## config.mk

```make
export PLATFORM = sky130hd
export DESIGN_NAME = ram_8x8
export DESIGN_NICKNAME = d
export VERILOG_FILES = /design/src/rtl/ram_8x8_pkg.sv /design/src/rtl/ram_8x8_word.sv /design/src/rtl/ram_8x8.sv
export SDC_FILE = /design/constraint.sdc
export NUM_CORES = 1
export LEC_CHECK = 0
export CORE_ASPECT_RATIO = 1.5
export CORE_MARGIN = 4
export CORE_UTILIZATION = 35
export CTS_BUF_LIST = sky130_fd_sc_hd__clkbuf_4 sky130_fd_sc_hd__clkbuf_8 sky130_fd_sc_hd__clkbuf_16
export DETAILED_ROUTE_END_ITERATION = 7
export REMOVE_ABC_BUFFERS = 1
export SYNTH_ARGS = -nofsm -noshare
export SYNTH_HDL_FRONTEND = slang
export SYNTH_HIERARCHICAL = 1
export SYNTH_SLANG_ARGS = --single-unit
```

## constraint.sdc

```tcl
create_clock -name clk -period 4.1 [get_ports clk]
set_clock_uncertainty 0.2 [all_clocks]
set_input_delay 0.615 -clock clk [delete_from_list [all_inputs] [get_ports clk]]
set_output_delay 0.615 -clock clk [all_outputs]
set_load 0.01 [all_outputs]
```

## src/rtl/ram_8x8_pkg.sv

```systemverilog
// Shared sizing constants and helpers for the 8x8 register-file RAM.
package ram_8x8_pkg;
  localparam int WIDTH  = 8;
  localparam int DEPTH  = 8;
  localparam int ADDR_W = 3;

  localparam logic [WIDTH-1:0] RST_VAL = 8'h00;

  function automatic logic [DEPTH-1:0] onehot(
    input logic [ADDR_W-1:0] a
  );
    logic [DEPTH-1:0] v;
    v = '0;
    v[a] = 1'b1;
    return v;
  endfunction
endpackage

```

## src/rtl/ram_8x8_word.sv

```systemverilog
// One WIDTH-bit storage word with synchronous reset and write enable.
module ram_8x8_word
  import ram_8x8_pkg::*;
(
  input  logic             clk,
  input  logic             rst,
  input  logic             we,
  input  logic [WIDTH-1:0] D,
  output logic [WIDTH-1:0] Q
);
  logic [WIDTH-1:0] r_q;

  always_ff @(posedge clk) begin
    if (rst) begin
      r_q <= RST_VAL;
    end else if (we) begin
      r_q <= D;
    end
  end

  assign Q = r_q;
endmodule

```

## src/rtl/ram_8x8.sv

```systemverilog
// Single-port 8x8 flop RAM with registered read data.
// Define RAM8X8_WRITE_THROUGH_EN to make Q follow D on write cycles.
module ram_8x8
  import ram_8x8_pkg::*;
(
  input  logic              clk,
  input  logic              rst,
  input  logic [WIDTH-1:0]  D,
  output logic [WIDTH-1:0]  Q,
  input  logic [ADDR_W-1:0] addr,
  input  logic              we
);
  logic [DEPTH-1:0] w_wen;
  logic [WIDTH-1:0] w_mem [DEPTH];
  logic [WIDTH-1:0] w_rd;
  logic [WIDTH-1:0] r_q;

  assign w_wen = we ? onehot(addr) : '0;

  for (genvar i = 0; i < DEPTH; i++) begin : g_word
    ram_8x8_word u_word (
      .clk (clk),
      .rst (rst),
      .we  (w_wen[i]),
      .D   (D),
      .Q   (w_mem[i])
    );
  end

  assign w_rd = w_mem[addr];

  always_ff @(posedge clk) begin
    if (rst) begin
      r_q <= RST_VAL;
    end else if (!we) begin
      r_q <= w_rd;
`ifdef RAM8X8_WRITE_THROUGH_EN
    end else begin
      r_q <= D;
`endif
    end
  end

  assign Q = r_q;
endmodule

```

==> run summary <==
The run finished with clean final reports. The number of warning messages in the yosys log came out at 6. Synthesis handed over a netlist of 322 instances. The count of distinct cell types in the synthesized netlist is 17.

In the post-synthesis netlist, the biggest area contributors are sky130_fd_sc_hd__dfxtp_1 (45%), sky130_fd_sc_hd__mux2i_1 (30%), sky130_fd_sc_hd__nor2_1 (8.2%), sky130_fd_sc_hd__buf_6 (3.5%), sky130_fd_sc_hd__o31a_1 (2.2%). The clock transition at the registers of the reported paths is about 0.050 ns. The number of global-route vias before repair is 2288. The height of the chip came out at approximately 130 microns. Across the VDD grid, the largest voltage drop is 0.0002182 V. The floorplan has 42 rows.

The number of nets with antenna violations after routing is 0. The category of the worst setup path capture point is a register. The cell area that synthesis handed to floorplanning was between 3000 and 4000 sq um.

The synthesis-stage register bit count came out at slightly above 70. For this block, the via count after detailed routing is between 2000 and 2500. Setup repair after global routing left no endpoint under its margin. The die is about 86 microns wide. STA puts the critical path data arrival time at 2.81 ns. The area growth from synthesis to layout is 14.72%. The area of the placeable core is 8881 sq um. The placed instance count came out at approximately 440. The worst path needs ~2.8 ns of the cycle, external delays included. At the pin with the least slew margin, the transition time is approximately 0.92 ns. After the flow finishes, the layout carries non-filler instances totaling about 450. The final count of negative-setup-slack endpoints came out at 0. The die covers around 11000 sq um. The data required time at the worst endpoint is about 4 ns. The number of antenna violations at the first check in global routing is 0. The maximum clock insertion buffer count came out at 2. The sum of overflow across all layers after global routing is 0. The period utilization is 68.73%. The startpoint type of the worst setup path is an input pin.

The clock root buffer is sky130_fd_sc_hd__clkbuf_16. The total routing usage reported by global routing is 14.11%. Summing all flip-flop and latch instances after layout gives 1441 sq um. The starting DRC count in detailed routing came out at 134. The antenna diode instance count is 0. The path with the worst hold slack has its endpoint at g_word[7].u_word/Q[5]$_SDFFE_PP0P_. After detailed routing, the total wire length is roughly 7.3 mm.

The number of max-cap violations is 0. The global-route wire length before repair is around 12 mm. The post-CTS repair timing setup buffer count came out at 0. Once the floorplan was initialized, standard cells occupied 36.08% of the core. The final RePlAce weighted congestion is 0.7276. The post-route netlist has about 7.1% of its cells at a drive strength greater than 1. The number of buffers added by the clock tree synthesis step is 9. The startpoint identified for the worst hold timing path is g_word[7].u_word/Q[5]$_SDFFE_PP0P_. The instance count along the most critical hold path is 2. In this run the register-to-register setup slack is about 2.9 ns. The path class of the tightest hold or removal check is reg -> reg.

The library cell used most frequently in the layout, excluding fill and tap cells, is sky130_fd_sc_hd__mux2i_1. The sequential element share of the synthesized area came out at roughly 45%. The routed wirelength normalized by instance count came out at 16.25 microns.

The number of I/O pins is 22. The worst setup path category is in -> reg. The final-layout fill cell count is ~870.

The total power came out at roughly 1.6 mW. After detailed routing, the number of remaining DRC violations is 0. The number of cells traversed by the worst register-to-register path came out at 3. The worst relative slew slack is ~39%. TritonCTS built the clock tree. After synthesis, the largest area contributor takes up between 40% and 50% of total cell area.

In the layout the commonest cells are sky130_fd_sc_hd__mux2i_1 (96), sky130_fd_sc_hd__dfxtp_1 (72), sky130_fd_sc_hd__nor2_1 (70). The estimated wirelength of the detail-placed design came out at ~4.8 mm. The number of vias per cell after detailed routing came out at between 5 and 6. The power per cell area came out at 424.7 nW/um^2. Tracing the worst setup path back leads to its startpoint at we. The synthesized design spends more area on one cell type than any other, namely sky130_fd_sc_hd__dfxtp_1. The highest fanout seen on the critical path is 18. The met3 wire length is just over 200 microns. The hold violation total from the final report came out at 0. The met1 wire length is about 3.4 mm. Summed over all cells, the static leakage comes to between 1 and 1.5 nW. The clock insertion delay at the later pin of the skew report came out at roughly 0.33 ns.

The final net count came out at 350. The clock sink total is between 70 and 80. Timing would allow up to 354.9 MHz.

Input and output buffers added on the ports amount to 21. Routed signal wires occupy layers up through met4. The number of cells upsized or downsized after cts is 0. The worst reg2reg path endpoint is Q[4]$_SDFFE_PP0N_. The worst register-to-register path begins at g_word[7].u_word/Q[4]$_SDFFE_PP0P_. The count of TritonRoute iterations in the first routing pass came out at 4.

The H-tree depth is 3. The routed design uses between 3 and 4 mm of met2 wire. The multi-input combinational cells in the finished layout cover a total of between 1500 and 2000 sq um. The pin count of the biggest net entering global routing is 39. The total count of max-transition violations in the final report came out at 0.

The number of hold buffers added after cts came out at 0. The mean cell area of the mapped netlist came out at 9.951 sq um. The setup TNS came out at 0 ns.
per-layer routing:
layer / global-route usage (%) / vias up
li1: - / 1127
met1: 17.22 / 1086
met2: 22.81 / 33
met3: 3.489 / 13
met4: 6.990 / 0
met5: 0 / -
registers in the layout, summed over array words and instances, names as in the netlist:
signal,cells
g_word.u_word/Q,64
Q,8
area by class of cell:
type,instances,share of cell area [%]
repair buffers,29,7.080
well taps,110,3.744
clock buffers,12,7.080
flip-flops and latches,72,39.21
inverters,8,0.8169
clock inverters,1,0.1361
multi-input cells,216,41.93
cell usage after synthesis:
| cell type | number |
|---|---|
| sky130_fd_sc_hd__o22ai_1 | 8 |
| sky130_fd_sc_hd__nor3_1 | 10 |
| sky130_fd_sc_hd__inv_1 | 8 |
| sky130_fd_sc_hd__nand2b_1 | 5 |
| sky130_fd_sc_hd__buf_4 | 1 |
| sky130_fd_sc_hd__buf_6 | 10 |
| sky130_fd_sc_hd__nor2_1 | 70 |
| sky130_fd_sc_hd__a21oi_1 | 8 |
| sky130_fd_sc_hd__dfxtp_1 | 72 |
| sky130_fd_sc_hd__mux2i_1 | 96 |
| sky130_fd_sc_hd__buf_12 | 1 |
| sky130_fd_sc_hd__nand2_1 | 3 |
| sky130_fd_sc_hd__buf_2 | 3 |
| sky130_fd_sc_hd__clkbuf_1 | 2 |
| sky130_fd_sc_hd__buf_1 | 9 |
| sky130_fd_sc_hd__o21bai_1 | 8 |
| sky130_fd_sc_hd__o31a_1 | 8 |
cell families after synthesis:
kind of cell / after synthesis / share of synthesized area, %
multiplexers: 96 / 29.99
flip-flops: 72 / 44.98
AO/OA/AOI/OAI: 32 / 6.873
AND/OR/NAND/NOR: 88 / 11.09
buffers and inverters: 34 / 7.068
report_power, final:
part / total (mW) / switching, mW / internal, mW
logic: 0.129 / 0.0744 / 0.0550
registers: 0.728 / 0.00946 / 0.718
clock network: 0.704 / 0.267 / 0.437
total: 1.56 / 0.350 / 1.21
through the flow:
stage | hold slack [ns] | instance area, sq um | util [%] | setup slack, ns
finish | 0.2924 | 3676 | 41.39 | 1.282
global route | 0.3189 | 3676 | 41.39 | 1.136
CTS | 0.2970 | 3676 | 41.39 | 1.311
detailed placement | 0.2843 | 3411 | 38.41 | 0.9426
global placement | 0.2716 | 3411 | 38.41 | 1.028
floorplan | 0.2596 | 3008 | - | 1.864
critical path, cell delays in order:
cell and delay, ns:
sky130_fd_sc_hd__clkdlybuf4s50_1 0.88, sky130_fd_sc_hd__nand2b_1 0.22, sky130_fd_sc_hd__nor2_1 0.75, sky130_fd_sc_hd__mux2i_1 0.28, sky130_fd_sc_hd__nor2_1 0.06
worst max path at each step:
stage | end | cells after the start
finish | g_word[1].u_word/Q[2]$_SDFFE_PP0P_ | 5
global route | g_word[1].u_word/Q[3]$_SDFFE_PP0P_ | 5
CTS | g_word[5].u_word/Q[2]$_SDFFE_PP0P_ | 5
detailed placement | g_word[1].u_word/Q[2]$_SDFFE_PP0P_ | 5
global placement | g_word[1].u_word/Q[5]$_SDFFE_PP0P_ | 5
floorplan | g_word[0].u_word/Q[0]$_SDFFE_PP0P_ | 4
Power figures use the tool's default switching activity.
